### src/rtl/hpu_regif_cfg_addr_bank.sv
// rtl/hpu_regif_cfg_addr_bank.sv - AXI4-lite bank of per-channel 64-bit HBM base addresses
//
// Purpose: holds CH_NB 64-bit base addresses, one per pseudo-channel, in the cfg
// clock domain. Each 64-bit update is atomic: the LSB write lands in a shadow
// register and the MSB write commits {msb, shadow} to the active register.
// Optional feature macro: HPU_REGIF_ADDR_BANK_WR_CNT_EN (RO commit counter at 0x008).
//
// Ports:
//   cfg_clk, cfg_rst_n    clock, asynchronous active-low reset
//   s_axil_aw*/w*/b*      AXI4-lite write address / data / response channels
//   s_axil_ar*/r*         AXI4-lite read address / data channels
//   mem_addr              committed address per channel, ADDR_W bits each
//   mem_addr_upd          one-cycle pulse per channel on commit
//   cfg_lock              current lock state
module hpu_regif_cfg_addr_bank #(
  parameter int CH_NB         = 16,
  parameter int ADDR_W        = 64,
  parameter int AXIL_ADD_W    = 32,
  parameter int AXIL_DATA_W   = 32,
  parameter int VERSION_MAJOR = 2,
  parameter int VERSION_MINOR = 1
) (
  input  logic                    cfg_clk,
  input  logic                    cfg_rst_n,
  input  logic [AXIL_ADD_W-1:0]   s_axil_awaddr,
  input  logic                    s_axil_awvalid,
  output logic                    s_axil_awready,
  input  logic [AXIL_DATA_W-1:0]  s_axil_wdata,
  input  logic                    s_axil_wvalid,
  output logic                    s_axil_wready,
  output logic [1:0]              s_axil_bresp,
  output logic                    s_axil_bvalid,
  input  logic                    s_axil_bready,
  input  logic [AXIL_ADD_W-1:0]   s_axil_araddr,
  input  logic                    s_axil_arvalid,
  output logic                    s_axil_arready,
  output logic [AXIL_DATA_W-1:0]  s_axil_rdata,
  output logic [1:0]              s_axil_rresp,
  output logic                    s_axil_rvalid,
  input  logic                    s_axil_rready,
  output logic [CH_NB*ADDR_W-1:0] mem_addr,
  output logic [CH_NB-1:0]        mem_addr_upd,
  output logic                    cfg_lock
);

  if (CH_NB < 1 || CH_NB > 32) begin : g_bad_ch_nb
    $fatal(1, "CH_NB out of range 1..32");
  end
  if (ADDR_W < 1 || ADDR_W > 64) begin : g_bad_addr_w
    $fatal(1, "ADDR_W out of range 1..64");
  end
  if (AXIL_DATA_W != 32 || AXIL_ADD_W < 12) begin : g_bad_axil
    $fatal(1, "AXIL_DATA_W must be 32 and AXIL_ADD_W at least 12");
  end

  localparam int CH_W = (CH_NB > 1) ? $clog2(CH_NB) : 1;
  localparam logic [1:0] RESP_OKAY   = 2'b00;
  localparam logic [1:0] RESP_SLVERR = 2'b10;
  localparam logic [1:0] RESP_DECERR = 2'b11;
  localparam logic [31:0] INFO_WORD  = {8'(VERSION_MAJOR), 8'(VERSION_MINOR), 8'(ADDR_W), 8'(CH_NB)};

  typedef enum logic [2:0] {REG_INFO, REG_CTRL, REG_WRCNT, REG_LSB, REG_MSB, REG_NONE} reg_kind_e;

  // Word index decode: 0 INFO, 1 CTRL, 2 WR_CNT, 4+2i LSB, 5+2i MSB.
  function automatic reg_kind_e decode_kind(input logic [9:0] idx);
    logic [9:0] ch;
    ch = (idx - 10'd4) >> 1;
    if (idx == 10'd0) return REG_INFO;
    else if (idx == 10'd1) return REG_CTRL;
`ifdef HPU_REGIF_ADDR_BANK_WR_CNT_EN
    else if (idx == 10'd2) return REG_WRCNT;
`endif
    else if (idx >= 10'd4 && ch < 10'(CH_NB)) return idx[0] ? REG_MSB : REG_LSB;
    else return REG_NONE;
  endfunction

  logic             ready_en_q;
  logic             aw_full_q, w_full_q;
  logic [9:0]       aw_idx_q;
  logic [31:0]      w_data_q;
  logic [63:0]      active_q [CH_NB];
  logic [31:0]      shadow_q [CH_NB];
  logic             lock_q;
  logic [CH_NB-1:0] upd_q;
  logic             bvalid_q, rvalid_q;
  logic [1:0]       bresp_q, rresp_q;
  logic [31:0]      rdata_q;
`ifdef HPU_REGIF_ADDR_BANK_WR_CNT_EN
  logic [31:0]      wr_cnt_q;
`endif

  logic             wr_go;
  reg_kind_e        wr_kind, rd_kind;
  logic [CH_W-1:0]  wr_sel, rd_sel;
  logic [1:0]       wr_resp, rd_resp;
  logic [31:0]      rd_data;
  logic             unused_addr_bits;

  // Address bits outside [11:2] are ignored by design.
  assign unused_addr_bits = ^{s_axil_awaddr, s_axil_araddr};

  // ready_en_q holds all readies low during reset and the first cycle after it.
  assign s_axil_awready = ready_en_q & ~aw_full_q & ~bvalid_q;
  assign s_axil_wready  = ready_en_q & ~w_full_q & ~bvalid_q;
  assign s_axil_arready = ready_en_q & ~rvalid_q;
  assign s_axil_bvalid  = bvalid_q;
  assign s_axil_bresp   = bresp_q;
  assign s_axil_rvalid  = rvalid_q;
  assign s_axil_rresp   = rresp_q;
  assign s_axil_rdata   = rdata_q;
  assign mem_addr_upd   = upd_q;
  assign cfg_lock       = lock_q;

  for (genvar g = 0; g < CH_NB; g++) begin : g_out
    assign mem_addr[g*ADDR_W +: ADDR_W] = active_q[g][ADDR_W-1:0];
  end

  assign wr_go = aw_full_q & w_full_q & ~bvalid_q;

  always_comb begin
    wr_kind = decode_kind(aw_idx_q);
    wr_sel  = CH_W'((aw_idx_q - 10'd4) >> 1);
    wr_resp = RESP_OKAY;
    case (wr_kind)
      REG_CTRL:         wr_resp = RESP_OKAY;
      REG_LSB, REG_MSB: wr_resp = lock_q ? RESP_SLVERR : RESP_OKAY;
      REG_NONE:         wr_resp = RESP_DECERR;
      default:          wr_resp = RESP_SLVERR;  // INFO and WR_CNT are read-only
    endcase
  end

  always_comb begin
    rd_kind = decode_kind(s_axil_araddr[11:2]);
    rd_sel  = CH_W'((s_axil_araddr[11:2] - 10'd4) >> 1);
    rd_data = '0;
    rd_resp = RESP_OKAY;
    case (rd_kind)
      REG_INFO:  rd_data = INFO_WORD;
      REG_CTRL:  rd_data = {31'b0, lock_q};
`ifdef HPU_REGIF_ADDR_BANK_WR_CNT_EN
      REG_WRCNT: rd_data = wr_cnt_q;
`endif
      REG_LSB:   rd_data = active_q[rd_sel][31:0];
      REG_MSB:   rd_data = active_q[rd_sel][63:32];
      default:   rd_resp = RESP_DECERR;
    endcase
  end

  always_ff @(posedge cfg_clk or negedge cfg_rst_n) begin
    if (!cfg_rst_n) begin
      ready_en_q <= 1'b0;
      aw_full_q  <= 1'b0;
      w_full_q   <= 1'b0;
      aw_idx_q   <= '0;
      w_data_q   <= '0;
      lock_q     <= 1'b0;
      upd_q      <= '0;
      bvalid_q   <= 1'b0;
      bresp_q    <= RESP_OKAY;
      rvalid_q   <= 1'b0;
      rresp_q    <= RESP_OKAY;
      rdata_q    <= '0;
      for (int i = 0; i < CH_NB; i++) begin
        active_q[i] <= '0;
        shadow_q[i] <= '0;
      end
`ifdef HPU_REGIF_ADDR_BANK_WR_CNT_EN
      wr_cnt_q   <= '0;
`endif
    end else begin
      ready_en_q <= 1'b1;
      upd_q      <= '0;

      if (s_axil_awvalid && s_axil_awready) begin
        aw_full_q <= 1'b1;
        aw_idx_q  <= s_axil_awaddr[11:2];
      end
      if (s_axil_wvalid && s_axil_wready) begin
        w_full_q <= 1'b1;
        w_data_q <= s_axil_wdata;
      end
      if (s_axil_bvalid && s_axil_bready) bvalid_q <= 1'b0;

      if (wr_go) begin
        aw_full_q <= 1'b0;
        w_full_q  <= 1'b0;
        bvalid_q  <= 1'b1;
        bresp_q   <= wr_resp;
        case (wr_kind)
          REG_CTRL: begin
            // Clear and lock in one write: clearing never depends on lock,
            // so both take effect together with clear ordered first.
            lock_q <= w_data_q[0];
            if (w_data_q[1]) begin
              for (int i = 0; i < CH_NB; i++) begin
                active_q[i] <= '0;
                shadow_q[i] <= '0;
              end
              upd_q <= '1;
            end
          end
          REG_LSB: if (!lock_q) shadow_q[wr_sel] <= w_data_q;
          REG_MSB: if (!lock_q) begin
            active_q[wr_sel] <= {w_data_q, shadow_q[wr_sel]};
            upd_q[wr_sel]    <= 1'b1;
`ifdef HPU_REGIF_ADDR_BANK_WR_CNT_EN
            wr_cnt_q         <= wr_cnt_q + 32'd1;
`endif
          end
          default: ;
        endcase
      end

      // Read data is captured from current state, so a same-cycle write is not visible.
      if (s_axil_arvalid && s_axil_arready) begin
        rvalid_q <= 1'b1;
        rdata_q  <= rd_data;
        rresp_q  <= rd_resp;
      end else if (s_axil_rvalid && s_axil_rready) begin
        rvalid_q <= 1'b0;
      end
    end
  end

endmodule

### config.mk
export PLATFORM = sky130hd
export DESIGN_NAME = hpu_regif_cfg_addr_bank
export DESIGN_NICKNAME = d
export VERILOG_FILES = /design/src/rtl/hpu_regif_cfg_addr_bank.sv
export SDC_FILE = /design/constraint.sdc
export NUM_CORES = 2
export LEC_CHECK = 0
export ABC_CLOCK_PERIOD_IN_PS = 8600
export CAP_MARGIN = 15
export CORE_AREA = 4 4 453 455
export DETAILED_ROUTE_END_ITERATION = 16
export DIE_AREA = 0 0 457 459
export HOLD_SLACK_MARGIN = 0.12
export SKIP_LAST_GASP = 1
export SLEW_MARGIN = 40
export SYNTH_ARGS = -nofsm -noshare
export SYNTH_HDL_FRONTEND = slang
export SYNTH_SLANG_ARGS = --single-unit
### constraint.sdc
create_clock -name cfg_clk -period 8.6 [get_ports cfg_clk]
set_input_delay 2.58 -clock cfg_clk [delete_from_list [all_inputs] [get_ports cfg_clk]]
set_output_delay 2.58 -clock cfg_clk [all_outputs]
set_load 0.005 [all_outputs]
== After elaboration in Yosys (flattened, before gate mapping) ==
Cells that the tools add are included.

* Register bits: 1636
* Latch bits: 0
* RAM bits: 0
* Memory bits (read-only): 0
* Bits of input ports: 103
* Output and inout bits: 1082
* Logic and storage cells: 147
* Memories: 0

* Add/sub/neg operators: 2
* Multipliers: 0
* Divide/modulo/power cells: 0
* $lt $le $gt $ge: 9
* Equal/unequal tests: 12
* Shift-type cells: 0
* Muxes and demuxes: 44
* Bitwise gates (word level): 13
* Reductions and logical operators: 23

{| class="wikitable"
|+ Operator list
! operator !! number
|-
| $mux W1024 || 2
|-
| $pmux W1024 S2 || 1
|-
| $bwmux W1024 || 1
|-
| $mux W512 || 2
|-
| $pmux W512 S2 || 1
|-
| $bwmux W512 || 1
|-
| $bmux W64 S4 || 1
|-
| $demux W64 S4 || 1
|-
| $mux W64 || 3
|-
| $bmux W32 S4 || 1
|-
| $demux W32 S4 || 1
|-
| $pmux W32 S4 || 1
|-
| $mux W32 || 3
|-
| $mux W16 || 3
|-
| $pmux W16 S2 || 1
|-
| $mux W3 || 8
|-
| $eq A10 B1 Y1 const B || 2
|-
| $ge A10 B3 Y1 const B || 2
|-
| $logic_not A10 Y1 || 2
|-
| $sub A10 B3 Y10 const B || 2
|-
| $lt A9 B5 Y1 const B || 2
|-
| $reduce_bool A2 Y1 || 6
|-
| $ge A5 B5 Y1 const B || 2
|-
| $not A4 Y5 || 2
|-
| 19 further kinds || 52
|}

== Logic depth before layout (Yosys ltp) ==
* Word-level depth: 9
* Gate-level depth with buffers: 14

== Worst setup path after synthesis ==
Ideal clock, no wire load.

* Kind: in2reg
* From: input port s_axil_araddr[4]
* To: register rdata_q[10], in the netlist s_axil_rdata[10]
* Library setup time: 0.126 ns
* Arrival time: 5.575 ns
* Data required time: 8.474 ns
* Path slack: 2.899 ns
* Stages: 8
* Path buffers: 3
* Cells stage by stage: clkbuf_1 clkbuf_1 inv_1 ha_1 xor2_1 clkbuf_1 mux4_2 a221o_1

* Word-level cells in the longest chain between the ends: 8
* Elaborated cells between the ends (all ways): 18
* Those cells by class: add/sub: 1; order compare: 2; eq/ne: 4; mux: 7; bitwise: 1; reduce/logical: 3

{| class="wikitable"
|+ RTL lines
! item !! RTL line !! RTL
|-
| start: declaration || 34 || <nowiki>input logic [AXIL_ADD_W-1:0] s_axil_araddr,</nowiki>
|-
| $sub A10 B3 Y10 || 134 || <nowiki>rd_sel = CH_W'((s_axil_araddr[11:2] - 10'd4) >> 1);</nowiki>
|-
| $lt A9 B5 Y1 || 73 || <nowiki>else if (idx >= 10'd4 && ch < 10'(CH_NB)) return idx[0] ? REG_MSB : REG_LSB;</nowiki>
|-
| $logic_and A1 B1 Y1 || 73 ||
|-
| $mux W3 || 73 ||
|-
| $mux W3 || 69 || <nowiki>else if (idx == 10'd1) return REG_CTRL;</nowiki>
|-
| $mux W3 || 68 || <nowiki>if (idx == 10'd0) return REG_INFO;</nowiki>
|-
| $eq A3 B3 Y1, or another cell as far along || 137 || <nowiki>case (rd_kind)</nowiki>
|-
| $pmux W32 S4 (*) || 137 ||
|-
| end signal: assignment || 217 || <nowiki>rdata_q <= rd_data;</nowiki>
|-
| end: declaration || 87 || <nowiki>logic [31:0] rdata_q;</nowiki>
|}

Every way passes the cells marked *; elsewhere a longest branch is shown, timed or not. The select of a mux whose other input is x is not followed.
A chain may end at the register's enable or synchronous reset.

== Final worst setup path ==
* From: input port s_axil_araddr[4]
* To: register rdata_q[24], in the netlist s_axil_rdata[24]

Same word-level chain as after synthesis.

==> metrics <==
maximum single-stage delay on the critical path=690 ps; clk_skew=around 40 ps; post-route setup TNS=0 ps; Peak Freq=roughly 0.17 GHz; via count=between 60,000 and 70,000; PnR worst setup slack=2787 ps; Pwr Density=252.9 nW/um^2; first drt pass iteration count=6; row cnt=165; clock tree sinks=1,635; initial antenna violation count=34; WP buf/inv=6; post-CTS sizing=0; vias in the first global route=55,985; global-route wire length before repair=approximately 490,000 um; final core occ=0.4547; critical-path cell list=buf_8, inv_1, ha_4, buf_12, inv_1, nor2_4, buf_4, a22oi_1, a21oi_1, buf_4, a221o_1; required time of the critical path=~9400 ps; post-synth net total=roughly 6,000; Async SR Flop Fraction=1.000; io pins=about 1,200; Initial Util=0.3540; Reg2Reg Setup Slack=4060 ps; GRT Util Overall=0.3379; clock transition at the registers of the reported paths=60 ps; peak supply drop=0.2280 mV; worst-margin pin slew=just under 1000 ps; Worst Setup Start Kind=primary input; post-CTS setup buffers=0; status=finished clean; initial DRC count=9,102; Mapped Cells=around 6,000; routability-driven placement congestion ratio=0.9457; max_cap viols=0; Final Hold Viols=0; Die Wd=457 um; leading area contributor after synthesis=dfrtp_1; Mean Syn Cell Area=11.88 um^2; Synth Warn #=0; top-count cell post-synth=dfrtp_1; post-route DRC violation count=0; CTS root buffer=clkbuf_16; period utilization=0.6759; worst-path fanout max=53; Synth Flop Type=dfrtp_1; relative slew slack=0.3449; later-pin clock latency in the skew report=between 800 and 900 ps; min-delay worst type=reg -> reg; area grow syn2layout=28.47%; CTS buffer count=174; hold_buf cts=0; nets=slightly below 7,000; post-synthesis sequential area ratio=0.5743; Tot Pwr=23,150 uW; grt ovf=0; placed wire-length estimate=between 200,000 and 300,000 um; Synth Cell Area=71,250 um^2; die height=459 um; commonest cells in the netlist=dfrtp_1, o21ai_0, nand3_1, clkbuf_1, a22o_1; Pleak=between 0.03 and 0.04 uW; Crit. End Element=register; deepest clock path buffer count=3; die area=~210,000 um^2; Vias/cell=6.292; antenna-violating nets left=0; Final setup violation count=0; post-synthesis register bit count=1,635; number of flops mapped to enable cells by yosys=0; largest net degree at the start of global routing=about 170; total wire length=between 300,000 and 400,000 um; CTS H-tree depth=4; final critical-path required period=~5800 ps; slowest CP cell=ha_4; PortBufs=1,140; largest cells by area after synthesis=dfrtp_1, mux4_2, o21ai_0; setup slack at placement=1950 ps; count of cell types in the netlist=52; max-slew violations=0; worst path arrival time=6580 ps; Core Area=201,300 um^2; share of cells above drive strength 1=0.1385; RSZ-0062 raised after global routing=false; CP delay by family, top=buffers and inverters; CTS tree=yes; Crit Path Category=in -> reg; Yosys top cell area share=0.5743; wire length per cell=38.16 um
## worst register-to-register path, delay by kind of cell, from the launching register on
kind | cells | cell delay, ps
compound gates | 1 | 100
buf+inv | 4 | 1350
xor+xnor | 1 | 170
simple gates | 3 | 1680
fa+ha+maj | 1 | 250
flops | 1 | 810
## metal layers
metal,track usage,vias to the layer above,share of wire
met5,0,-,0.00012
met4,0.2217,8,0.082
met3,0.1031,710,0.11
met2,0.4993,3910,0.44
met1,0.4309,31610,0.37
li1,-,23891,-
## per-stage QoR
| step | instance area [um^2] | instances | hold WS (ps) |
|---|---|---|---|
| 6_report | 91530 | 9556 | 494.2 |
| 5_1_grt | 91510 | 9547 | 508.3 |
| 4_1_cts | 91400 | 9536 | 487.3 |
| 3_5_place_dp | 85500 | 9223 | 474.9 |
| 3_3_place_gp | 85080 | 9211 | 473.7 |
| 2_1_floorplan | 71250 | 5997 | 467.8 |
## cells in the final DEF, fill, tap and decap left out, drive strengths merged, types with 31 or more instances in the layout
| cell type | n |
|---|---|
| a21oi | 31 |
| a22o | 519 |
| a22oi | 61 |
| buf | 155 |
| clkbuf | 254 |
| clkdlybuf4s50 | 1137 |
| clkinv | 33 |
| dfrtp | 1635 |
| inv | 48 |
| mux4 | 412 |
| nand2 | 229 |
| nand3 | 1058 |
| o21ai | 1098 |
## state kept, by name (all words and copies together), names as in the netlist
register and cells:
s_axil_rdata 32, w_full_q 1, aw_full_q 1, s_axil_bvalid 1, mem_addr_upd 16, cfg_lock 1
s_axil_rresp 1, mem_addr 1024, shadow_q 512, ready_en_q 1, w_data_q 32, s_axil_bresp 2
s_axil_rvalid 1, aw_idx_q 10
## final cells by class
class | instances | area, um^2
antenna | 18 | 45.04
clock buffer | 252 | 5064
clock inverter | 61 | 835.8
fill | 18307 | 109800
inverter | 42 | 157.7
multi-input combinational | 3582 | 27970
sequential | 1635 | 40920
tap | 2672 | 3343
timing repair buffer | 1294 | 13200
## power breakdown
group / internal [uW] / switching (uW)
Combinational: 1740 / 4320
Sequential: 8230 / 934
Clock: 4580 / 3350
## logic make-up after synthesis
family / share of synthesized area
xor gates and xnor gates: 0.0004918
DFF: 0.5743
other: 0.00005263
AOI/OAI and AO/OA: 0.1569
muxes: 0.1321
adders and majority gates: 0.0003512
buffers and inverters: 0.04167
and+or+nand+nor: 0.09422
## worst paths after layout
path	startpoint	end	cells after the start
max in group asynchronous	cfg_rst_n	shadow_q[244]	3
worst max-delay path	s_axil_araddr[4]	s_axil_rdata[24]	11
worst min register to register	s_axil_bresp[0]	s_axil_bresp[0]	2
worst max register to register	aw_idx_q[2]	mem_addr[464]	10
worst min-delay path	s_axil_bresp[0]	s_axil_bresp[0]	2
min in group asynchronous	cfg_rst_n	mem_addr[111]	1
Power figures use the tool's default switching activity.
